$ cat src/rtl/if_stage.sv
// ----------------------------------------------------------------------------
// if_stage : instruction fetch stage with IF/ID pipeline register
//
// Holds the word-addressed PC, drives the combinational ROM address and
// registers {ins, pc, valid} toward decode. Handles the following events:
// - stall
// - redirect
// - edge-captured interrupt entry, which saves the return address in EPC
// - ERET return
// - halt
//
// Ports:
//   clk, rst        clock, synchronous active-low reset
//   rom_addr_o      fetch address (PC register)
//   ins_i           ROM data for rom_addr_o, same cycle
//   stall_i         decode hazard stall
//   redir_i         taken branch/jump resolved downstream
//   redir_pc_i      redirect target
//   eret_i          ERET decoded in ID
//   halt_i          halt syscall decoded
//   irq_i           interrupt request lines (level, same clock)
//   ins_o, pc_o     instruction and its PC toward ID
//   valid_o         ins_o is a real instruction
//   epc_o           saved return address
//   int_en_o        global interrupt enable
//   irq_ack_o       one-hot, one-cycle acknowledge of a taken source
//
// Optional feature (macro IRQ_MASK_EN):
//   Adds mask_we_i / mask_i and a per-source mask register (reset all-ones).
//   Masked sources still latch pending but are not eligible to be taken.
// ----------------------------------------------------------------------------
module if_stage #(
  parameter int unsigned       PC_W     = 32,
  parameter logic [PC_W-1:0]   RESET_PC = '0,
  parameter int unsigned       IRQ_N    = 3,
  parameter logic [31:0]       VEC_BASE = 32'h0000_0100
) (
  input  logic              clk,
  input  logic              rst,
  output logic [PC_W-1:0]   rom_addr_o,
  input  logic [31:0]       ins_i,
  input  logic              stall_i,
  input  logic              redir_i,
  input  logic [PC_W-1:0]   redir_pc_i,
  input  logic              eret_i,
  input  logic              halt_i,
  input  logic [IRQ_N-1:0]  irq_i,
`ifdef IRQ_MASK_EN
  input  logic              mask_we_i,
  input  logic [IRQ_N-1:0]  mask_i,
`endif
  output logic [31:0]       ins_o,
  output logic [PC_W-1:0]   pc_o,
  output logic              valid_o,
  output logic [PC_W-1:0]   epc_o,
  output logic              int_en_o,
  output logic [IRQ_N-1:0]  irq_ack_o
);

  localparam logic [PC_W-1:0] VEC = PC_W'(VEC_BASE);

  logic [PC_W-1:0]  pc_p0;
  logic [31:0]      ins_p1;
  logic [PC_W-1:0]  pc_p1;
  logic             vld_p1;
  logic [PC_W-1:0]  epc_q;
  logic             int_en_q;
  logic [IRQ_N-1:0] ack_q;
  logic [IRQ_N-1:0] pend_q;
  logic [IRQ_N-1:0] irq_prev;
  logic             halted_q;
  logic [1:0]       shadow_q;

  logic [IRQ_N-1:0] rise;
  logic [IRQ_N-1:0] elig;
  logic [IRQ_N-1:0] take_oh;
  logic [PC_W-1:0]  take_sel;
  logic             do_halt, do_redir, shadow_epc, do_eret, do_take;

`ifdef IRQ_MASK_EN
  logic [IRQ_N-1:0] mask_q;

  always_ff @(posedge clk) begin
    if (!rst)
      mask_q <= '1;
    else if (mask_we_i)
      mask_q <= mask_i;
  end

  assign elig = pend_q & mask_q;
`else
  assign elig = pend_q;
`endif

  assign rise = irq_i & ~irq_prev;

  // Lowest set index wins: scan high to low so the last hit is the lowest.
  always_comb begin
    take_oh  = '0;
    take_sel = '0;
    for (int i = IRQ_N - 1; i >= 0; i--) begin
      if (elig[i]) begin
        take_oh    = '0;
        take_oh[i] = 1'b1;
        take_sel   = PC_W'(i);
      end
    end
  end

  // Priority chain: halt > redirect > eret > interrupt > stall > sequential.
  // Inside the shadow window a redirect is older than the interrupt that
  // was just taken, so it retargets EPC instead of the PC.
  always_comb begin
    do_halt    = halted_q | halt_i;
    do_redir   = !do_halt && redir_i && (shadow_q == 2'd0);
    shadow_epc = !do_halt && redir_i && (shadow_q != 2'd0);
    do_eret    = !do_halt && !do_redir && eret_i && !stall_i && (shadow_q == 2'd0);
    do_take    = !do_halt && !do_redir && !do_eret && int_en_q && (|elig) && !stall_i;
  end

  // Edge detector history: sampled every cycle, including reset cycles.
  always_ff @(posedge clk) begin
    irq_prev <= irq_i;
  end

  // ---- stage p0 -> p1 : PC update and IF/ID register ----
  always_ff @(posedge clk) begin
    if (!rst) begin
      pc_p0    <= RESET_PC;
      ins_p1   <= '0;
      pc_p1    <= '0;
      vld_p1   <= 1'b0;
      epc_q    <= '0;
      int_en_q <= 1'b1;
      ack_q    <= '0;
      pend_q   <= '0;
      halted_q <= 1'b0;
      shadow_q <= 2'd0;
    end else begin
      // A coinciding new edge re-arms the source that is being acknowledged.
      pend_q   <= (pend_q & ~(do_take ? take_oh : '0)) | rise;
      ack_q    <= do_take ? take_oh : '0;
      shadow_q <= do_take ? 2'd2 : ((shadow_q != 2'd0) ? shadow_q - 2'd1 : 2'd0);

      if (do_halt)
        halted_q <= 1'b1;

      if (shadow_epc)
        epc_q <= redir_pc_i;
      else if (do_take)
        epc_q <= pc_p0;

      if (do_eret)
        int_en_q <= 1'b1;
      else if (do_take)
        int_en_q <= 1'b0;

      if (do_halt || do_redir || do_eret || do_take) begin
        ins_p1 <= '0;
        pc_p1  <= '0;
        vld_p1 <= 1'b0;
      end else if (!stall_i) begin
        ins_p1 <= ins_i;
        pc_p1  <= pc_p0;
        vld_p1 <= 1'b1;
      end

      if (do_redir)
        pc_p0 <= redir_pc_i;
      else if (do_eret)
        pc_p0 <= epc_q;
      else if (do_take)
        pc_p0 <= VEC + take_sel;
      else if (!do_halt && !stall_i)
        pc_p0 <= pc_p0 + 1'b1;
    end
  end

  assign rom_addr_o = pc_p0;
  assign ins_o      = ins_p1;
  assign pc_o       = pc_p1;
  assign valid_o    = vld_p1;
  assign epc_o      = epc_q;
  assign int_en_o   = int_en_q;
  assign irq_ack_o  = ack_q;

endmodule

$ cat config.mk
export PLATFORM = sky130hd
export DESIGN_NAME = if_stage
export DESIGN_NICKNAME = d
export VERILOG_FILES = /design/src/rtl/if_stage.sv
export SDC_FILE = /design/constraint.sdc
export NUM_CORES = 1
export LEC_CHECK = 0
export ABC_AREA = 1
export CORE_MARGIN = 2
export CORE_UTILIZATION = 47
export DETAILED_ROUTE_END_ITERATION = 7
export PLACE_DENSITY = 0.8
export SYNTH_ARGS = -nofsm -noshare
export SYNTH_HDL_FRONTEND = slang
export SYNTH_SLANG_ARGS = --single-unit
$ cat constraint.sdc
create_clock -name clk -period 2.04 [get_ports clk]
set_input_delay 0.306 -clock clk [delete_from_list [all_inputs] [get_ports clk]]
set_output_delay 0.306 -clock clk [all_outputs]
set_load 0.005 [all_outputs]
* Word level (Yosys, flattened, before mapping) *
Cells that the tools add are included.

storage, ports and cells
  input port bits = 73
  bits in registers = 142
  logic and storage cells = 65
  output and inout port bits = 133

cells by class
  reduce and logical (&&, ||, !) cells = 27
  $add $sub $neg = 3
  multiplexer cells = 15
  bitwise logic cells = 8

operators by type and width
  operator                                                            number
  32-bit 2-to-1 mux                                                   8
  32-bit by 1-bit adder with 32-bit output, second input constant     1
  9-bit by 32-bit adder with 32-bit output, first input constant      1
  1-bit logical AND                                                   12
  3-bit 2-to-1 mux                                                    4
  3-bit bitwise AND                                                   2
  2-bit 2-to-1 mux                                                    3
  3-bit NOT                                                           2
  3-bit OR reduction                                                  2
  1-bit logical NOT                                                   4
  2-bit nonzero test                                                  2
  4-bit nonzero test                                                  1
  2-bit OR reduction                                                  2
  1-bit logical OR                                                    3
  3-bit bitwise OR                                                    1
  2-bit logical NOT                                                   1
  1-bit NOT                                                           2
  2-bit by 1-bit subtractor with 2-bit output, second input constant  1
  1-bit bitwise OR                                                    1

* Longest topological paths before layout *
Gate-level depths: netlist of the first run.

  depth in word-level cells = 18
  mapped depth = 12
  mapped depth without buffers = 12

* Worst setup path after synthesis of the first run *
No wires, ideal clock.

  path type = flip-flop to flip-flop
  start = register pc_p0[1], in the netlist rom_addr_o[1]
  end = register pc_p0[20], in the netlist rom_addr_o[20]
  arrival = 1,554 ps
  slack = 358 ps
  cell stages (with the launch flop) = 11
  required time = 1,912 ps
  setup time = 128 ps
  buffers on the path = 0
  path through = dfxtp_1 -> ha_1 -> nand2_1 -> nor2_2 -> nand3_1 -> nor2_1 -> nand3_1 -> nand3_1 -> nand2_1 -> a21oi_1 -> nor2_1

on the way
  longest elaborated chain between the ends = 5

ends and longest elaborated chain
  element                                   line  text
  start, declared                           62    logic [PC_W-1:0] pc_p0;
  start signal, assigned                    169   pc_p0 <= redir_pc_i;
  start signal, assigned                    171   pc_p0 <= epc_q;
  start signal, assigned                    173   pc_p0 <= VEC + take_sel;
  32-bit by 1-bit adder with 32-bit output  175   pc_p0 <= pc_p0 + 1'b1;
  32-bit 2-to-1 mux                         174   else if (!do_halt && !stall_i)
  32-bit 2-to-1 mux                         172   else if (do_take)
  32-bit 2-to-1 mux                         170   else if (do_eret)
  32-bit 2-to-1 mux                         168   if (do_redir)

No other way between the ends. The select of a mux whose other input is x is not followed.
A chain may end at the register's enable or synchronous reset.

* Worst setup path in the final report of the first run *
  start = register pc_p0[21], in the netlist rom_addr_o[21]
  end = output port rom_addr_o[21]

RTL lines
  element        line  text
  end, declared  40    output logic [PC_W-1:0] rom_addr_o,

No word-level cell between the ends.

==> run summary, run 1 <==
result of the run -> complete, no violations
maximum buffer depth of the clock tree -> 2
portion of synthesized cell area occupied by the leading cell type -> 41.7%
launch instance of the worst register-to-register path -> rom_addr_o[8]
setup repair after global routing missed its margin -> no
synthesized area -> 0.00682 mm²
height of the die -> 124 µm
leading post-synthesis cells by cell area -> dfxtp_1 (42%), nand2_1 (17%), a21oi_1 (9.2%)
count of state elements after synthesis -> 142
Routed wire per std cell -> 16.5 µm
last weighted congestion value of the routability-driven placer -> 0.961
final design instance area without fill -> 0.00986 mm²
Synth-to-Final Area Change -> 44.6%
final count of negative-setup-slack endpoints -> 0
post-synth net total -> 1096
share of post-route cells with drive strength above 1 -> 8.85%
Post-Route Skew -> 0.00929 ns
area of the core -> 0.0144 mm²
number of global-route vias before repair -> 7121
minimum clock period after layout -> 1.91 ns
total iterations of the first detailed-routing run -> 6
endpoint of the worst register-to-register path -> rom_addr_o[20]
worst reg-to-reg setup slack -> 0.16 ns
Syn Area/Cell -> 6.67 µm²
count of antenna-violating nets left after detailed routing -> 0
achievable frequency -> 525 MHz
pin count of the biggest net entering global routing -> 95
number of max-cap violations -> 0
effective utilization at floorplan -> 47.5%
drt first-iter violations -> 778
number of antenna violations at the first check in global routing -> 0
number of hold-slack violations in the final timing report -> 0
startpoint of the worst setup timing path -> rom_addr_o[21]
first-pass GRT wire length -> 37900 µm
insertion delay to the later sink of the worst-skew pair -> 0.42 ns
total I/O pin count -> 206
number of remaining DRC errors -> 0
depth of the CTS H-tree -> 4
Worst-Margin Slew -> 0.866 ns
count of input and output buffers -> 205
floorplan row count -> 44
highest fanout seen on the critical path -> 5
Peak VDD IR -> 0.000519 V
CP Data Arrival Time -> 1.60 ns
via count -> 7703
Yosys cell types -> 38
final layout net count -> 1315
PD cells -> 706 mW/mm²
post-CTS clock slew at the launch and capture registers of the worst setup and hold paths -> 0.06 ns
Yosys warnings -> 0
Critical Path End -> rom_addr_o[21]
Horiz. Die Dim -> 124 µm
number of pins with negative max-slew slack in the final report -> 0
clock net sink count -> 142
static leakage -> 3.63 nW
class of the most critical hold timing path -> in -> reg
vias per std cell -> 5.36
DP HPWL -> 17300 µm
normalized max-slew margin -> 42.3%
CP endpoint kind -> primary output
share of the clock period used by the worst path -> 93.4%
Yosys top cell by area -> dfxtp_1
gate count after technology mapping -> 1022
post-cts hold buffer count -> 0
Antenna Diode Count -> 0
remaining global-route overflow -> 0
clock buffers created by TritonCTS -> 17
worst hold margin -> 0.374 ns
Post-Place Cell Area -> 0.00929 mm²
crit path setup slack, layout -> 0.134 ns
worst slack after detailed placement -> -0.0718 ns
number of cell instances on the worst register-to-register path -> 9
clock tree from TritonCTS -> done
start-to-end type of the worst setup path -> reg -> out
Data required, critical path -> 1.73 ns
root buf cell -> clkbuf_16
total track usage -> 30.4%
Die Footprint -> 0.0155 mm²
critical path startpoint category -> flip-flop
total routed wirelength -> 23700 µm
post-synthesis sequential area ratio -> 41.7%
[how the worst min path moves through the flow]
stage	from	endpoint	slack, ns	depth (start not counted)
2_1_floorplan	irq_i[0]	irq_prev[0]	0.33	0
3_3_place_gp	irq_prev[0]	elig[0]	0.43	1
3_5_place_dp	irq_prev[0]	elig[0]	0.44	1
4_1_cts	irq_i[1]	irq_prev[1]	0.36	1
5_1_grt	irq_i[0]	irq_prev[0]	0.36	1
6_report	irq_i[2]	irq_prev[2]	0.37	1
[cells by family (layout without fill, tap and decap cells)]
family          after synthesis  after routing  share of synthesized area [%]
flops                       142            142                           41.7
compound gates              235            235                           18.1
buf+inv                     129            361                           8.16
xor+xnor                     12             12                           1.54
simple gates                503            503                           30.3
fa+ha+maj                     1              1                          0.183
[power by group]
group	switching, mW	leakage [nW]	total (mW)	internal (mW)
Sequential	0.101	1.15	2.98	2.88
Clock	1.25	0.269	2.96	1.71
Combinational	0.525	2.21	1.02	0.498
Total	1.87	3.63	6.96	5.09
[per-stage QoR]
stage	setup TNS (ns)	utilization (%)	total power [mW]	cells
6_report	0	68.6	6.96	1438
5_1_grt	0	68.6	7.20	1438
4_1_cts	0	68.5	6.97	1438
3_5_place_dp	-3.22	64.7	4.04	1406
3_3_place_gp	-0.0264	64.7	4.03	1406
2_1_floorplan	0	-	3.48	1022
[area by class of cell]
type	instances	area, µm²
Clock buffer	19	443
Clock inverter	13	116
Fill cell	1225	4510
Inverter	74	283
Multi-Input combinational cell	751	3450
Sequential cell	142	2840
Tap cell	184	230
Timing Repair Buffer	255	2500
[synthesized netlist by cell type (all sizes together)]
cell,count
nand2,310
nor2,145
dfxtp,142
a21oi,125
o21ai,79
inv,73
nand3,36
clkbuf,30
buf,25
a31oi,20
xor2,11
nand4,7
o22ai,6
o21a,2
or2,2
clkinv,1
ha,1
nand3b,1
nor3,1
nor4,1
o2111ai,1
o211ai,1
o32ai,1
xnor2,1
[layer usage]
metal  global-route usage (%)  share of wire [%]  vias up
met3                     8.20                8.9       39
met4                     11.2                2.3        0
met5                        0                  0        -
li1                         -                  -     3747
met2                     49.4                 47      364
met1                     38.8                 42     3553
[worst max-delay path: stages, from the launching register on]
cell	delay, ns
dfxtp_1	0.49
buf_4	0.18
clkdlybuf4s50_1	0.51
[timing repair]
item                                    in CTS  in global routing
endpoints found under the hold margin        0                  0
endpoints found under the setup margin       0                  5
setup buffers                                0                  0
resized for setup                            0                  3
[placed cells by master (no fill, tap or decap), types with 5 or more instances in the layout]
cell type,n
xor2_1,11
clkdlybuf4s50_1,204
clkbuf_16,17
buf_12,6
o21ai_1,33
o21ai_0,45
nor2_1,135
nand2_1,306
nand3_1,33
buf_4,44
inv_1,65
nand4_1,7
nor2_4,5
o22ai_1,6
dfxtp_1,142
inv_2,6
a31oi_1,20
a21oi_1,125
[state kept, by name, summed over array words and instances (netlist names)]
| signal | flops |
|---|---|
| epc_o | 32 |
| ins_o | 32 |
| pc_o | 32 |
| rom_addr_o | 32 |
| elig | 3 |
| irq_ack_o | 3 |
| irq_prev | 3 |
| shadow_q | 2 |
| halted_q | 1 |
| int_en_o | 1 |
| valid_o | 1 |
No activity file was read; power rests on OpenSTA's default activity.
==> run 2, diff against run 1 <==
--- a/config.mk
+++ b/config.mk
@@ -8,6 +8,7 @@
 export ABC_AREA = 1
 export CORE_MARGIN = 2
 export CORE_UTILIZATION = 47
+export CTS_CLUSTER_DIAMETER = 120
 export DETAILED_ROUTE_END_ITERATION = 7
 export PLACE_DENSITY = 0.8
 export SYNTH_ARGS = -nofsm -noshare
==> results of run 2 <==
The final DEF is identical to that of run 1; final timing and power are the same.
